$ cat src/rtl/hssl_sync_monitor.sv
// Link-sync monitor for a multi-lane 8b/10b receiver: LOSS_OF_SYNC/RESYNC/SYNC_ACQUIRED FSM.
// Optional loss/error statistics counters are built when HSSL_SYNC_STATS_EN is defined.
module hssl_sync_monitor #(
    parameter int unsigned NUM_LANES         = 4,
    parameter int unsigned NUM_CLKC_FOR_SYNC = 4,
    parameter int unsigned NUM_VLD_PER_INV   = 4,
    parameter int unsigned NUM_INV_FOR_LOSS  = 8,
    parameter int unsigned CNT_BITS          = 16
) (
    input  logic                 clk,
    input  logic                 reset,
    input  logic                 rx_commadet_in,
    input  logic [NUM_LANES-1:0] rx_disperr_in,
    input  logic [NUM_LANES-1:0] rx_encerr_in,
    input  logic                 rx_vld_in,
    input  logic                 realign_in,
    input  logic                 force_resync_in,
    input  logic                 clr_cnt_in,
    output logic [1:0]           loss_of_sync_state_out,
    output logic                 sync_acquired_out,
    output logic                 loss_event_out,
    output logic [CNT_BITS-1:0]  loss_cnt_out,
    output logic [CNT_BITS-1:0]  err_cnt_out
);

    localparam int unsigned ResyncW = $clog2(NUM_CLKC_FOR_SYNC + 1);
    // inv_cnt never exceeds NUM_INV_FOR_LOSS-1 before one more invalid flit is added.
    localparam int unsigned InvW    = $clog2(NUM_INV_FOR_LOSS + NUM_VLD_PER_INV);

    typedef enum logic [1:0] {
        StSyncAcquired = 2'b00,
        StResync       = 2'b01,
        StLossOfSync   = 2'b10
    } state_e;

    state_e             state_q, state_d;
    logic [ResyncW-1:0] resync_cnt_q, resync_cnt_d;
    logic [InvW-1:0]    inv_cnt_q, inv_cnt_d;
    logic               loss_event_q, loss_event_d;
    logic               invalid_data;

    assign invalid_data = (|rx_disperr_in) | (|rx_encerr_in);

    always_ff @(posedge clk) begin
        if (reset) begin
            state_q      <= StLossOfSync;
            resync_cnt_q <= '0;
            inv_cnt_q    <= '0;
            loss_event_q <= 1'b0;
        end else begin
            state_q      <= state_d;
            resync_cnt_q <= resync_cnt_d;
            inv_cnt_q    <= inv_cnt_d;
            loss_event_q <= loss_event_d;
        end
    end

    always_comb begin
        state_d = state_q;
        if (force_resync_in) begin
            state_d = StLossOfSync;
        end else begin
            case (state_q)
                StLossOfSync: begin
                    if (rx_commadet_in) state_d = StResync;
                end
                StResync: begin
                    if (invalid_data) begin
                        state_d = StLossOfSync;
                    end else if (resync_cnt_q == ResyncW'(NUM_CLKC_FOR_SYNC - 1)) begin
                        state_d = StSyncAcquired;
                    end
                end
                StSyncAcquired: begin
                    if (realign_in) begin
                        state_d = StResync;
                    end else if (inv_cnt_q >= InvW'(NUM_INV_FOR_LOSS)) begin
                        state_d = StLossOfSync;
                    end
                end
                default: state_d = StLossOfSync;
            endcase
        end
    end

    // Counters only run while the FSM stays put; any transition lands them at zero.
    always_comb begin
        resync_cnt_d = '0;
        inv_cnt_d    = '0;
        if (state_q == StResync && state_d == StResync) begin
            resync_cnt_d = resync_cnt_q + ResyncW'(1);
        end
        if (state_q == StSyncAcquired && state_d == StSyncAcquired) begin
            if (invalid_data) begin
                inv_cnt_d = inv_cnt_q + InvW'(NUM_VLD_PER_INV);
            end else if (rx_vld_in && inv_cnt_q != '0) begin
                inv_cnt_d = inv_cnt_q - InvW'(1);
            end else begin
                inv_cnt_d = inv_cnt_q;
            end
        end
        loss_event_d = (state_d == StLossOfSync) && (state_q != StLossOfSync);
    end

    always_comb begin
        loss_of_sync_state_out = state_q;
        sync_acquired_out      = (state_q == StSyncAcquired);
        loss_event_out         = loss_event_q;
    end

`ifdef HSSL_SYNC_STATS_EN
    logic [CNT_BITS-1:0] loss_cnt_q, err_cnt_q;

    always_ff @(posedge clk) begin
        if (reset || clr_cnt_in) begin
            loss_cnt_q <= '0;
            err_cnt_q  <= '0;
        end else begin
            if (loss_event_d && loss_cnt_q != '1) loss_cnt_q <= loss_cnt_q + CNT_BITS'(1);
            if (invalid_data && err_cnt_q != '1) err_cnt_q <= err_cnt_q + CNT_BITS'(1);
        end
    end

    assign loss_cnt_out = loss_cnt_q;
    assign err_cnt_out  = err_cnt_q;
`else
    logic unused_clr_cnt;
    assign unused_clr_cnt = clr_cnt_in;
    assign loss_cnt_out   = '0;
    assign err_cnt_out    = '0;
`endif

endmodule

$ cat config.mk
export PLATFORM = sky130hd
export DESIGN_NAME = hssl_sync_monitor
export DESIGN_NICKNAME = d
export VERILOG_FILES = /design/src/rtl/hssl_sync_monitor.sv
export SDC_FILE = /design/constraint.sdc
export NUM_CORES = 1
export LEC_CHECK = 0
export BUFFER_PORTS_ARGS = -buffer_cell sky130_fd_sc_hd__buf_2
export CAP_MARGIN = 0
export CORE_UTILIZATION = 37
export CTS_CLUSTER_SIZE = 40
export DETAILED_ROUTE_END_ITERATION = 7
export PLACE_DENSITY = 0.84
export SYNTH_ARGS = -nofsm -noshare
export SYNTH_HDL_FRONTEND = slang
export SYNTH_SLANG_ARGS = --single-unit
$ cat constraint.sdc
create_clock -name clk -period 2 [get_ports clk]
set_input_delay 0.6 -clock clk [delete_from_list [all_inputs] [get_ports clk]]
set_output_delay 0.6 -clock clk [all_outputs]
set_load 0.05 [all_outputs]
# ---- Word-level counts from Yosys, hierarchy flattened
# Index checks and enable logic that the tools add are counted.
dict set report word_totals {
  reg_bits 10
  in_bits 15
  out_inout_bits 36
  elab_cells 38
}
dict set report op_classes {
  addsub 3
  n_lt_le_gt_ge 1
  n_eq_ne 6
  n_mux 9
  n_bitwise 3
  reduce_logical 12
}
# cell count
set ops {}
lappend ops {{two-way mux 2 bit} 6}
lappend ops {{two-way mux 4 bit} 2}
lappend ops {{OR reduction 4 bit} 2}
lappend ops {{case mux 2 bit (3 select lines)} 1}
lappend ops {{adder 4 x 3 -> 4 bit, second input constant} 1}
lappend ops {{equality test 2 x 1 -> 1 bit, second input constant} 2}
lappend ops {{equality test 2 bit, second input constant} 2}
lappend ops {{greater-or-equal comparator 4 bit, second input constant} 1}
lappend ops {{logical AND 1 bit} 4}
lappend ops {{logical NOT 2 bit} 2}
lappend ops {{nonzero test 4 bit} 1}
lappend ops {{OR reduction 2 bit} 2}
lappend ops {{subtractor 4 x 1 -> 4 bit, second input constant} 1}
lappend ops {{adder 3 x 1 -> 3 bit, second input constant} 1}
lappend ops {{equality test 3 x 2 -> 1 bit, second input constant} 1}
lappend ops {{!= test 2 bit, second input constant} 1}
lappend ops {{inverter 1 bit} 2}
lappend ops {{nonzero test 2 bit} 1}
lappend ops {{bitwise OR 1 bit} 1}

# ---- Longest topological paths before layout
dict set report logic_depth {
  depth_word 9
  depth_mapped 6
  depth_no_buf 6
}

# ---- Least setup slack after synthesis
# OpenSTA, ideal clock, no wires.
dict set report synth_path {
  kind {input to register}
  from {input rx_encerr_in[1]}
  to {register inv_cnt_q[1]}
  setup_time_ns 0.064
  arrival_time_ns 2.043
  required_ns 1.936
  path_slack_ns -0.107
  stages 4
  path_buffers 0
  path_cell_list {or4_4 -> or4b_4 -> mux2_4 -> nor2_2}
}
dict set report synth_via {
  elab_chain_cells 9
  word_cells_on_any_way 11
  classes_between {mux (4); bitwise (2); reduce/logical (5)}
}
# element line_no
set synth_lines {}
lappend synth_lines {{start, declared} 14} ;# input logic [NUM_LANES-1:0] rx_encerr_in,
lappend synth_lines {{OR reduction 4 bit *} 42} ;# assign invalid_data = (|rx_disperr_in) | (|rx_encerr_in);
lappend synth_lines {{bitwise OR 1 bit *} 42}
lappend synth_lines {{two-way mux 2 bit} 68} ;# if (invalid_data) begin
lappend synth_lines {{case mux 2 bit (3 select lines)} 63} ;# case (state_q)
lappend synth_lines {{two-way mux 2 bit} 60} ;# if (force_resync_in) begin
lappend synth_lines {{logical NOT 2 bit} 93} ;# if (state_q == StSyncAcquired && state_d == StSyncAcquired) begin
lappend synth_lines {{logical AND 1 bit} 93}
lappend synth_lines {{inverter 1 bit (no line)} -}
lappend synth_lines {{OR reduction 2 bit (no line)} -}
lappend synth_lines {{end signal, assigned} 53} ;# inv_cnt_q <= inv_cnt_d;
lappend synth_lines {{end, declared} 38} ;# logic [InvW-1:0] inv_cnt_q, inv_cnt_d;
# Mark *: on every way between the ends. The rest lies on a longest branch, timed or not.
# A chain may end at the register's enable or synchronous reset.

# ---- Worst setup path in the final report
# Ends and elaborated chain as after synthesis.

==> metrics.cfg <==
[final_layout]
drive_gt1_share_pct=28.2
final_cell_mix=conb_1 (32), buf_2 (17), dfxtp_1 (10)
syn_to_final_growth_pct=8.79
utilization_pct=43.0
layout.nets=138
final_common_cell=conb_1
num-fill-cells=198
num_antenna_cells=0

[worst_setup_path]
r2r-end=resync_cnt_q[1]
worstPathRequired_ns=2.22
end_kind=register
critPathSlowestCell=or4b_4
r2r_cells=7
rr_startpoint=inv_cnt_q[2]
r2r_slack_ns=0.25
crit_arrival_ns=2.17
start_kind=input port
path_max_fanout=2
worstSetupPathType=input port to register
slowest_delay_ns=0.55
crit_chain=buf_2, or4_4, or4b_4, mux2_4, nor2_2

[timing]
tns_ns=0
fin_crit_ns=1.95
fin_skew_ns=0.00883
hold_viol=0
fin_crit_sh_pct=97.6
fmax_mhz=512
rsz0062_at_grt=no
setup_ws_ns=0.0478
final_max_slew_viol_count=0
finalSetupViolCount=0

[cts]
cts.repair.resized=0
cts_sinks=10
cts.path.max_buffers=2
cts.repair_timing.setup_buffer_count=0
htree_levels=1
cts-root-buf=clkbuf_4
numCtsBuffers=3
path_clk_slew_ns=0.07
clkLatencyLatePin_ns=0.27
cts_tree=yes
cts_hold_buf=0

[yosys]
yosysTopAreaCellShare_pct=30.7
yosys.area.top_type=buf_4
synth-edff-count=0
async_flop_share_pct=0
yosysUniqueCellTypes=26
yosysSeqAreaShare_pct=25.6
syn_area_um2=783
syn_inst=92
synthFlopType=dfxtp_1
ys_ff_latch=10
synthTopCellsByArea=buf_4 (31%), dfxtp_1 (26%), ha_1 (8.0%), nor2_1 (3.8%), inv_1 (3.4%)
synth.avg_cell_area_um2=8.51
ys_warn_count=0

[route]
drtIter0Drc=8
drtAntennaViolNets=0
vias=583
vias_per_cell=4.05
drt-pass1-iter-count=4
remaining_drc_errors=0
drt-total-wl_mm=1.22
avgRoutedWirePerCell_um=8.47

[placement]
place.gp.congestion=0.848
io_buffers=17
hpwl_mm=1.04
dpl_worst_slack_ns=-0.236

[outcome]
status=completed

[power_and_ir_drop]
finalPower_mw=0.571
max-vdd-ir-drop_v=0.000477
cellLeakagePower_nw=0.446
power.density_nw_per_um2=670

[min_path]
hold_depth=1
min_to=resync_cnt_q[0]
min_from=resync_cnt_q[0]
hold_class=register to register

[global_route]
grt_overflow=0
grt_usage_pct=11.9
grt_pass1_vias=482
grt_pass1_wl_mm=1.83
grt_max_degree=9
antenna_found_initial=0

[job]
max_cap_viol_count=0

[floorplan]
row_count=16
ios=51
die_w_um=48.0
start_util_pct=39.5
die_h_um=48.0
dieArea_um2=2300
core-area_um2=1980

[Yosys cell counts, types with 2 or more instances]
master / instances
xnor2_1: 3
nand2b_1: 2
nor3_1: 3
ha_1: 5
dfxtp_1: 10
or4_4: 2
buf_4: 32
inv_1: 7
o21ai_0: 2
nand3_1: 3
nor2_1: 8
[per-stage QoR]
| stage | std cells | hold WS, ns | cell area (µm²) |
|---|---|---|---|
| after floorplan | 123 | 0.398 | 900 |
| after global placement | 140 | 0.413 | 816 |
| after detailed placement | 140 | 0.420 | 816 |
| after CTS | 144 | 0.429 | 852 |
| after global routing | 144 | 0.455 | 852 |
| final | 144 | 0.424 | 852 |
[layer usage]
metal / global-route usage, % / vias to the layer above / part of all wire [%]
met5: 0 / - / 0
met4: 8.33 / 0 / 1.6
met3: 3.40 / 4 / 7.5
met2: 19.5 / 38 / 48
met1: 13.3 / 251 / 43
li1: - / 290 / -
[worst max-delay path by stage]
stage	startpoint	to	slack, ns	cells past startpoint
2_1_floorplan	rx_encerr_in[1]	inv_cnt_q[1]	-0.11	4
3_3_place_gp	rx_encerr_in[1]	inv_cnt_q[1]	-0.21	5
3_5_place_dp	rx_encerr_in[1]	inv_cnt_q[1]	-0.24	5
4_1_cts	rx_encerr_in[1]	inv_cnt_q[1]	0.05	5
5_1_grt	rx_encerr_in[1]	inv_cnt_q[1]	0.01	5
6_report	rx_encerr_in[1]	inv_cnt_q[1]	0.05	5
[report_power, final]
group / leakage (nW) / switching (mW) / internal (mW)
Combinational: 0.344 / 0.159 / 0.0221
Clock: 0.0210 / 0.0744 / 0.111
Sequential: 0.0809 / 0.00362 / 0.202
Total: 0.446 / 0.237 / 0.335
[final cells by class]
cell class	instances	area [µm²]	area share [%]
clock buffer	4	36.3	4.26
inverter	7	26.3	3.08
multi-input combinational	74	433	50.8
sequential	10	200	23.5
tap	27	33.8	3.96
timing repair buffer	22	123	14.4
[critical path, delay by kind of cell]
| family | cells | cell delay, ns |
|---|---|---|
| and+or+nand+nor | 3 | 1.15 |
| buffers and inverters | 1 | 0.10 |
| muxes | 1 | 0.32 |
[registers in the layout (all words and copies together), names as in the netlist]
name	cells
resync_cnt_q	3
loss_of_sync_state_out	2
inv_cnt_q	4
loss_event_out	1
[cells by family after synthesis]
logic type	after synthesis	synth area share [%]
buffers and inverters	39	34.0
AND/OR/NAND/NOR	24	17.6
flip-flops	10	25.6
AO/OA/AOI/OAI	8	7.83
adder cells (fa/ha/maj)	5	7.99
XOR/XNOR	3	3.36
multiplexers	2	3.19
other	1	0.479
(Power assumes the default switching activity.)
